### src/rtl/pacman_pkg.sv
// ----------------------------------------------------------------------------
// pacman_pkg : direction/state types and keycode decode for sprite motion
// Revision   : 1.0
// ----------------------------------------------------------------------------
`default_nettype none

package pacman_pkg;

    typedef enum logic [2:0] {
        DIR_NONE  = 3'd0,
        DIR_UP    = 3'd1,
        DIR_DOWN  = 3'd2,
        DIR_LEFT  = 3'd3,
        DIR_RIGHT = 3'd4
    } dir_t;

    typedef enum logic [3:0] {
        S_IDLE      = 4'd0,
        S_LOAD      = 4'd1,
        S_TRY       = 4'd2,
        S_WAIT_TRY  = 4'd3,
        S_CONT      = 4'd4,
        S_WAIT_CONT = 4'd5,
        S_COMMIT    = 4'd6,
        S_STOP      = 4'd7,
        S_DONE      = 4'd8
    } motion_state_t;

    localparam logic [7:0] KEY_W = 8'h1A;
    localparam logic [7:0] KEY_S = 8'h16;
    localparam logic [7:0] KEY_A = 8'h04;
    localparam logic [7:0] KEY_D = 8'h07;

    // Unmapped keys keep the sprite heading where it already goes.
    function automatic dir_t decode_key(input logic [7:0] key, input dir_t cur);
        case (key)
            KEY_W:   return DIR_UP;
            KEY_S:   return DIR_DOWN;
            KEY_A:   return DIR_LEFT;
            KEY_D:   return DIR_RIGHT;
            default: return cur;
        endcase
    endfunction

    function automatic dir_t sanitize_dir(input logic [2:0] raw, input dir_t cur);
        case (raw)
            3'd1, 3'd2, 3'd3, 3'd4: return dir_t'(raw);
            default:                return cur;
        endcase
    endfunction

endpackage

`default_nettype wire

### src/rtl/sprite_step_calc.sv
// ----------------------------------------------------------------------------
// sprite_step_calc : candidate position one STEP along dir, with bounds check
// Optional macro   : TUNNEL_WRAP_EN (X wraps around the playfield edges)
// Revision         : 1.0
// ----------------------------------------------------------------------------
`default_nettype none

module sprite_step_calc
    import pacman_pkg::*;
#(
    parameter int COORD_W = 10,
    parameter int X_MIN   = 0,
    parameter int X_MAX   = 639,
    parameter int Y_MIN   = 0,
    parameter int Y_MAX   = 479,
    parameter int STEP    = 1
) (
    input  logic [COORD_W-1:0] pos_x,
    input  logic [COORD_W-1:0] pos_y,
    input  dir_t               dir,
    output logic [COORD_W-1:0] cand_x,
    output logic [COORD_W-1:0] cand_y,
    output logic               in_bounds
);

    localparam logic signed [COORD_W:0] C_X_MIN = (COORD_W+1)'(X_MIN);
    localparam logic signed [COORD_W:0] C_X_MAX = (COORD_W+1)'(X_MAX);
    localparam logic signed [COORD_W:0] C_Y_MIN = (COORD_W+1)'(Y_MIN);
    localparam logic signed [COORD_W:0] C_Y_MAX = (COORD_W+1)'(Y_MAX);
    localparam logic signed [COORD_W:0] C_STEP  = (COORD_W+1)'(STEP);

    logic signed [COORD_W:0] w_nx;
    logic signed [COORD_W:0] w_ny;
    logic                    w_x_ok;
    logic                    w_y_ok;

    // One extra signed bit so a step below zero is seen as negative, not a large value.
    always_comb begin
        w_nx = $signed({1'b0, pos_x});
        w_ny = $signed({1'b0, pos_y});
        case (dir)
            DIR_UP:    w_ny = w_ny - C_STEP;
            DIR_DOWN:  w_ny = w_ny + C_STEP;
            DIR_LEFT:  w_nx = w_nx - C_STEP;
            DIR_RIGHT: w_nx = w_nx + C_STEP;
            default:   ;
        endcase
        w_x_ok = (w_nx >= C_X_MIN) && (w_nx <= C_X_MAX);
        w_y_ok = (w_ny >= C_Y_MIN) && (w_ny <= C_Y_MAX);
        cand_x = w_nx[COORD_W-1:0];
        cand_y = w_ny[COORD_W-1:0];
`ifdef TUNNEL_WRAP_EN
        if (w_nx < C_X_MIN) begin
            cand_x = COORD_W'(X_MAX);
            w_x_ok = 1'b1;
        end else if (w_nx > C_X_MAX) begin
            cand_x = COORD_W'(X_MIN);
            w_x_ok = 1'b1;
        end
`endif
        in_bounds = w_x_ok && w_y_ok;
    end

endmodule

`default_nettype wire

### src/rtl/sprite_motion_ctrl.sv
// ----------------------------------------------------------------------------
// sprite_motion_ctrl : per-frame maze motion engine with wall-query cornering
// Optional macro     : TUNNEL_WRAP_EN (horizontal tunnel wrap in step calc)
// Revision           : 1.0
// ----------------------------------------------------------------------------
`default_nettype none

module sprite_motion_ctrl
    import pacman_pkg::*;
#(
    parameter int NUM_SPRITES = 4,
    parameter int COORD_W     = 10,
    parameter int X_MIN       = 0,
    parameter int X_MAX       = 639,
    parameter int Y_MIN       = 0,
    parameter int Y_MAX       = 479,
    parameter int STEP        = 1,
    parameter int HOME_X      = 320,
    parameter int HOME_Y      = 240,
    parameter int HOME_DX     = 16
) (
    input  logic                           Clk,
    input  logic                           Reset,
    input  logic                           vs,
    input  logic [7:0]                     keycode,
    input  logic [3*NUM_SPRITES-1:0]       dir_req,
    output logic                           wall_req,
    output logic [COORD_W-1:0]             wall_x,
    output logic [COORD_W-1:0]             wall_y,
    input  logic                           wall_ack,
    input  logic                           wall_hit,
    output logic [COORD_W*NUM_SPRITES-1:0] pos_x,
    output logic [COORD_W*NUM_SPRITES-1:0] pos_y,
    output logic [3*NUM_SPRITES-1:0]       cur_dir,
    output logic                           busy,
    output logic                           frame_done,
    output logic                           overrun
);

    localparam int               IDX_W      = (NUM_SPRITES > 1) ? $clog2(NUM_SPRITES) : 1;
    localparam logic [IDX_W-1:0] C_LAST_IDX = IDX_W'(NUM_SPRITES - 1);

    motion_state_t      r_state;
    logic [IDX_W-1:0]   r_idx;
    dir_t               r_req_dir;
    dir_t               r_commit_dir;
    logic               r_vs_sync;
    logic               r_vs_prev;
    logic [COORD_W-1:0] r_pos_x [NUM_SPRITES];
    logic [COORD_W-1:0] r_pos_y [NUM_SPRITES];
    dir_t               r_dir   [NUM_SPRITES];

    logic               w_tick;
    dir_t               w_cur_dir;
    dir_t               w_request;
    dir_t               w_calc_dir;
    logic [COORD_W-1:0] w_cand_x;
    logic [COORD_W-1:0] w_cand_y;
    logic               w_in_bounds;

    assign w_tick     = r_vs_prev & ~r_vs_sync;
    assign w_cur_dir  = r_dir[r_idx];
    assign w_calc_dir = (r_state == S_CONT) ? w_cur_dir : r_req_dir;

    always_comb begin
        w_request = sanitize_dir(dir_req[int'(r_idx)*3 +: 3], w_cur_dir);
        if (r_idx == '0) begin
            w_request = decode_key(keycode, w_cur_dir);
        end
    end

    sprite_step_calc #(
        .COORD_W (COORD_W),
        .X_MIN   (X_MIN),
        .X_MAX   (X_MAX),
        .Y_MIN   (Y_MIN),
        .Y_MAX   (Y_MAX),
        .STEP    (STEP)
    ) u_step (
        .pos_x     (r_pos_x[r_idx]),
        .pos_y     (r_pos_y[r_idx]),
        .dir       (w_calc_dir),
        .cand_x    (w_cand_x),
        .cand_y    (w_cand_y),
        .in_bounds (w_in_bounds)
    );

    always_ff @(posedge Clk or negedge Reset) begin
        if (!Reset) begin
            r_state      <= S_IDLE;
            r_idx        <= '0;
            r_req_dir    <= DIR_NONE;
            r_commit_dir <= DIR_NONE;
            r_vs_sync    <= 1'b1;
            r_vs_prev    <= 1'b1;
            wall_req     <= 1'b0;
            wall_x       <= '0;
            wall_y       <= '0;
            busy         <= 1'b0;
            frame_done   <= 1'b0;
            overrun      <= 1'b0;
            for (int i = 0; i < NUM_SPRITES; i++) begin
                r_pos_x[i] <= COORD_W'(HOME_X + i * HOME_DX);
                r_pos_y[i] <= COORD_W'(HOME_Y);
                r_dir[i]   <= DIR_NONE;
            end
        end else begin
            r_vs_sync  <= vs;
            r_vs_prev  <= r_vs_sync;
            frame_done <= 1'b0;
            overrun    <= 1'b0;
            if (w_tick && busy) begin
                overrun <= 1'b1;
            end

            case (r_state)
                S_IDLE, S_DONE: begin
                    if (w_tick) begin
                        busy    <= 1'b1;
                        r_idx   <= '0;
                        r_state <= S_LOAD;
                    end else begin
                        r_state <= S_IDLE;
                    end
                end
                S_LOAD: begin
                    r_req_dir <= w_request;
                    r_state   <= S_TRY;
                end
                S_TRY: begin
                    if (r_req_dir == DIR_NONE) begin
                        r_state <= S_STOP;
                    end else if (!w_in_bounds) begin
                        r_state <= S_CONT;
                    end else begin
                        wall_req <= 1'b1;
                        wall_x   <= w_cand_x;
                        wall_y   <= w_cand_y;
                        r_state  <= S_WAIT_TRY;
                    end
                end
                S_WAIT_TRY: begin
                    if (wall_ack) begin
                        wall_req <= 1'b0;
                        if (!wall_hit) begin
                            r_commit_dir <= r_req_dir;
                            r_state      <= S_COMMIT;
                        end else begin
                            r_state <= S_CONT;
                        end
                    end
                end
                S_CONT: begin
                    if ((r_req_dir == w_cur_dir) || (w_cur_dir == DIR_NONE) || !w_in_bounds) begin
                        r_state <= S_STOP;
                    end else begin
                        wall_req <= 1'b1;
                        wall_x   <= w_cand_x;
                        wall_y   <= w_cand_y;
                        r_state  <= S_WAIT_CONT;
                    end
                end
                S_WAIT_CONT: begin
                    if (wall_ack) begin
                        wall_req <= 1'b0;
                        if (!wall_hit) begin
                            r_commit_dir <= w_cur_dir;
                            r_state      <= S_COMMIT;
                        end else begin
                            r_state <= S_STOP;
                        end
                    end
                end
                S_COMMIT, S_STOP: begin
                    // The accepted candidate is still held on wall_x/wall_y from its query.
                    if (r_state == S_COMMIT) begin
                        r_pos_x[r_idx] <= wall_x;
                        r_pos_y[r_idx] <= wall_y;
                        r_dir[r_idx]   <= r_commit_dir;
                    end else begin
                        r_dir[r_idx] <= DIR_NONE;
                    end
                    if (r_idx == C_LAST_IDX) begin
                        busy       <= 1'b0;
                        frame_done <= 1'b1;
                        r_state    <= S_DONE;
                    end else begin
                        r_idx   <= r_idx + IDX_W'(1);
                        r_state <= S_LOAD;
                    end
                end
                default: r_state <= S_IDLE;
            endcase
        end
    end

    for (genvar g = 0; g < NUM_SPRITES; g++) begin : g_out
        assign pos_x[g*COORD_W +: COORD_W] = r_pos_x[g];
        assign pos_y[g*COORD_W +: COORD_W] = r_pos_y[g];
        assign cur_dir[g*3 +: 3]           = r_dir[g];
    end

endmodule

`default_nettype wire

### config.mk
export PLATFORM = sky130hd
export DESIGN_NAME = sprite_motion_ctrl
export DESIGN_NICKNAME = d
export VERILOG_FILES = /design/src/rtl/pacman_pkg.sv /design/src/rtl/sprite_step_calc.sv /design/src/rtl/sprite_motion_ctrl.sv
export SDC_FILE = /design/constraint.sdc
export NUM_CORES = 1
export LEC_CHECK = 0
export ABC_AREA = 1
export BUFFER_PORTS_ARGS = -buffer_cell sky130_fd_sc_hd__buf_4
export CAP_MARGIN = 20
export CORE_MARGIN = 2
export CORE_UTILIZATION = 60
export CTS_CLUSTER_SIZE = 12
export DETAILED_ROUTE_END_ITERATION = 12
export PLACE_DENSITY_LB_ADDON = 0.08
export RECOVER_POWER = 100
export SLEW_MARGIN = 20
export SYNTH_ARGS = -nofsm -noshare
export SYNTH_HDL_FRONTEND = slang
export SYNTH_SLANG_ARGS = --single-unit
export TNS_END_PERCENT = 10
### constraint.sdc
create_clock -name Clk -period 7.3 [get_ports Clk]
set_input_delay 1.46 -clock Clk [delete_from_list [all_inputs] [get_ports Clk]]
set_output_delay 1.46 -clock Clk [all_outputs]
set_load 0.02 [all_outputs]
==> results of run 1 <==
-- through the flow --
step,hold WS (ps),area (um2),cells,utilization
final,385,8800,1299,0.727
after global routing,390,8800,1299,0.727
after CTS,371,9220,1299,0.761
after detailed placement,367,8620,1267,0.712
after global placement,355,8620,1267,0.712
after floorplan,354,7530,996,-
-- cells in the mapped netlist (17+ instances only) --
cell	n	area, um2
inv_1	101	379
o22ai_1	17	106
a21oi_1	23	115
nand3_1	48	240
nand2_1	273	1020
ha_1	22	275
nor2_1	65	244
o21ai_0	165	826
dfstp_2	30	788
clkbuf_1	28	105
nand4_1	28	175
dfrtp_1	100	2500
-- routing by layer --
layer | GRT usage | up-vias | part of all wire
met5 | 0 | - | 0
met1 | 0.473 | 3565 | 0.43
met2 | 0.547 | 363 | 0.47
met3 | 0.0748 | 39 | 0.085
li1 | - | 3534 | -
met4 | 0.102 | 0 | 0.019
-- final cells by class --
| cell class | count | area share |
|---|---|---|
| clock inverter | 10 | 0.0142 |
| tap | 168 | 0.0239 |
| clock buffer | 22 | 0.0539 |
| inverter | 106 | 0.0455 |
| timing repair buffer | 148 | 0.0799 |
| multi-input combinational | 715 | 0.409 |
| sequential | 130 | 0.374 |
-- registers in the layout (all words and copies together) (netlist names) --
signal,count
frame_done,1
r_commit_dir,3
wall_req,1
r_idx,2
wall_x,10
overrun,1
r_vs_sync,1
cur_dir,12
r_state,4
busy,1
r_req_dir,3
pos_y,40
wall_y,10
r_vs_prev,1
pos_x,40
-- cells by family (layout without fill, tap and decap cells) --
| group | Yosys count | in the layout | synth area share |
|---|---|---|---|
| flip-flops | 130 | 130 | 0.437 |
| buffers and inverters | 151 | 286 | 0.0842 |
| XOR/XNOR | 13 | 13 | 0.0151 |
| AO/OA/AOI/OAI | 225 | 225 | 0.159 |
| AND/OR/NAND/NOR | 453 | 453 | 0.262 |
| adder cells (fa/ha/maj) | 24 | 24 | 0.0419 |
-- path summary, 6_finish.rpt --
path,to,cells after the start,startpoint,slack [ps]
hold / removal,r_vs_prev,0,r_vs_sync,390
setup / recovery,wall_x[0],19,r_idx[1],1150
setup reg to reg,wall_x[0],19,r_idx[1],1150
hold reg to reg,r_vs_prev,0,r_vs_sync,390
min in group asynchronous,pos_x[7],1,Reset,1820
max in group asynchronous,pos_y[8],2,Reset,2380
-- worst max-delay path: stages, from the launching register on --
cell and delay [ps]:
dfrtp_1 750, clkbuf_1 600, inv_1 500, nand3_1 260, nand3_1 130, nand2_2 140
nand3_2 280, ha_1 460, a21oi_1 220, nor2_1 80, o21ai_0 270, nand4_1 150
nand3_1 110, nand2_1 60, nor2_1 210, nand4_1 120, nand2_1 570, nand3_1 800
nand2_1 240, nand2_1 70
==> impl_metrics.toml, run 1 <==
[placed_design]
dp_hpwl_um = 15400
portBuffers = 140
dp_worst_setup_slack_ps = 2060
gp_congestion = 0.990

[route]
drtAntennaViolNets = 0
drt-pass1-iter-count = 5
avgViaCountPerCell = 5.77
vias = 7501
drcViolationCount = 0
wire_per_inst_um = 17.1
first_iter_violations = 702
routed_wl_um = 22200

[timing]
final_hold_viol_count = 0
finalWorstSetupSlack_ps = 1150
fin_skew_ps = 8.95
setup_tns_ps = 0
finalSetupViolations = 0
final_max_slew_viol_count = 177
worst_pin_slew_ps = 2520
fmax_mhz = 163
period_needed_ps = 6150
slew_headroom = -0.681
grt_setup_unrepaired = "no"
finalCritPeriodShare = 0.843

[floorplan]
core_area_mm2 = 0.0121
start_util = 0.622
num_rows = 40
dieArea_mm2 = 0.0135
io_pins = 141
die_w_um = 116
die_y_um = 116

[job]
drv_cap = 3

[logic_synthesis]
synthesis.area_mm2 = 0.00753
synth.distinct_cells = 42
synth_seq_cells = 130
synthFlopType = "dfrtp_1"
yosysSeqAreaShare = 0.437
ys_warn_count = 0
synth-edff-count = 0
ys_async_sr_fraction = 1.00
avgSynthCellArea_um2 = 7.56
synth.net_count = 1045
syn_inst = 996

[finish]
drive_gt1_frac = 0.101
diodes = 0
seqCellArea_mm2 = 0.00329
finalNetCount = 1167
final_common_cell = "nand2_1"
nFillCells = 1077
syn_to_final_growth_pct = 16.9
multiInputGateArea_mm2 = 0.00360
mostFrequentLayoutCells = "nand2_1 (274), o21ai_0 (165), clkbuf_1 (110)"

[outcome]
violations = "capacitance limit, slew limit"
status = "finished, violations left"

[critical_path]
worstSetupPathType = "flip-flop to flip-flop"
cp-end-kind = "flip-flop"
cp.arrival_ps = 6460
crit_path_max_fanout = 22
startpoint_type = "flip-flop"
crit_required_ps = 7610

[cts]
cts_hold_buf = 0
cts_root_buf = "clkbuf_16"
cts.clk_slew.worst_paths_ps = 60
postCtsSetupBuffers = 0
cts.sinks = 130
max-clock-path-buffers = 2
clock_latency_ps = 420
ctsResizeCount = 0
cts_buffers = 17
cts_htree_levels = 4
cts_tree = "done"

[min_path]
min_path_type = "flip-flop to flip-flop"

[global_route]
grt_pass1_vias = 6993
grt-ovfl-total = 0
grt_first_pass_wirelength_um = 35600
grt_antenna_before_repair = 0
grt_use_total = 0.342
grt_max_degree = 85
Power of run 1 is not shown: default switching activity piles up to over one toggle a cycle in this logic, so the estimate is an artifact.
==> run 2: changes to the inputs <==
CORE_UTILIZATION = 56   (was 60)
clock period = 6 ns   (was 7.3 ns; I/O delays follow)
==> run 2 against run 1 <==
  * The run still ends with capacitance limit, slew limit left
  * Wire length increased by 0.30%
  * Clock skew increased by 0.83 ps
  * Final cell count increased by 0.62%
  * Die area increased by 6.9%
  * Register-to-register slack got worse by 230 ps
  * Sequential share of layout area decreased by 0.32 points
==> impl_metrics.toml, run 2 (synthesis gave the netlist of run 1 again) <==
[finish]
diodes = 0
nFillCells = 1248
finalNonFillerCells = 1307
finalNetCount = 1167
drive_gt1_frac = 0.104
mostFrequentLayoutCells = "nand2_1 (275), o21ai_0 (165), inv_1 (101)"
syn_to_final_growth_pct = 17.9
final_common_cell = "nand2_1"
fin_util = 0.673

[cts]
cts_hold_buf = 0
cts.clk_slew.worst_paths_ps = 60
cts_buffers = 17
postCtsSetupBuffers = 0
cts.sinks = 130
cts_tree = "done"
cts_root_buf = "clkbuf_16"
cts_htree_levels = 4
max-clock-path-buffers = 2
ctsResizeCount = 0
clock_latency_ps = 430

[global_route]
grt-ovfl-total = 0
grt_pass1_vias = 7102
grt_first_pass_wirelength_um = 36600
grt_use_total = 0.324
grt_antenna_before_repair = 0
grt_max_degree = 56

[timing]
grt_setup_unrepaired = "no"
period_needed_ps = 5090
final_hold_viol_count = 0
final_max_slew_viol_count = 266
fmax_mhz = 197
slew_headroom = -0.907
setup_tns_ps = 0
finalSetupViolations = 0
whs_ps = 365
finalCritPeriodShare = 0.848
fin_skew_ps = 9.78
worst_pin_slew_ps = 2860

[critical_path]
worstSetupPathType = "flip-flop to flip-flop"
startpoint_type = "flip-flop"
cp.arrival_ps = 5390
crit_path_max_fanout = 55
crit_required_ps = 6310
cp-end-kind = "flip-flop"

[route]
vias = 7383
avgViaCountPerCell = 5.65
drcViolationCount = 0
first_iter_violations = 556
drtAntennaViolNets = 0
drt-pass1-iter-count = 5
wire_per_inst_um = 17.0
routed_wl_um = 22300

[min_path]
min_path_type = "flip-flop to flip-flop"

[placed_design]
place_inst = 1275
portBuffers = 140
dp_hpwl_um = 15200
gp_congestion = 0.959

[floorplan]
dieArea_mm2 = 0.0144
die_w_um = 120
core_area_mm2 = 0.0132
start_util = 0.571
die_y_um = 120
io_pins = 141
num_rows = 42

[outcome]
status = "finished, violations left"
violations = "capacitance limit, slew limit"

[job]
drv_cap = 6
run 2: final cells by class:
cell class | instances | area [um2] | share of cell area
Inverter | 106 | 400 | 0.0451
Clock inverter | 10 | 146 | 0.0165
Timing Repair Buffer | 148 | 747 | 0.0842
Multi-Input combinational cell | 715 | 3600 | 0.405
Tap cell | 176 | 220 | 0.0248
Clock buffer | 22 | 474 | 0.0534
Sequential cell | 130 | 3290 | 0.371
run 2: final timing paths:
| check | startpoint | end | slack (ps) | cells past startpoint |
|---|---|---|---|---|
| hold reg to reg | r_vs_sync | r_vs_prev | 360 | 0 |
| max in group asynchronous | Reset | wall_x[7] | 1340 | 2 |
| setup reg to reg | r_idx[0] | wall_y[8] | 910 | 23 |
| setup / recovery | r_idx[0] | wall_y[8] | 910 | 23 |
| min in group asynchronous | Reset | cur_dir[9] | 1680 | 1 |
| hold / removal | r_vs_sync | r_vs_prev | 360 | 0 |
run 2: stage by stage:
stage	area [um2]	setup slack (ps)
after global routing	8880	371
after floorplan	7530	2540
after global placement	8630	1390
after CTS	9260	1280
after detailed placement	8630	1300
final	8880	915
run 2: metal layers:
layer / wire length, um / share of wire / vias up / track usage
met5: 0 / 0 / - / 0
met4: 435 / 0.020 / 0 / 0.107
met3: 1490 / 0.067 / 43 / 0.0604
met2: 10700 / 0.48 / 288 / 0.528
met1: 9660 / 0.43 / 3512 / 0.437
li1: - / - / 3540 / -
run 2: worst max-delay path, cell delays in order, from the launching register on:
cell and delay, ps:
dfrtp_2 380, buf_4 490, nand2_1 100, nand3_1 160, nand3_1 100, nand2_1 160, nand3_1 460, ha_1 590
nand2_1 120, nor2_1 100, nand2_1 60, nand3_1 120, nand2_1 70, nand3_1 100, nand2_1 60, nand3_1 110
nand2_1 70, nor2_2 150, nand4_1 120, nand2_1 80, buf_4 260, nand3_1 750, nand2_1 240, nand2_1 80
Power of run 2 is left out for the same reason.
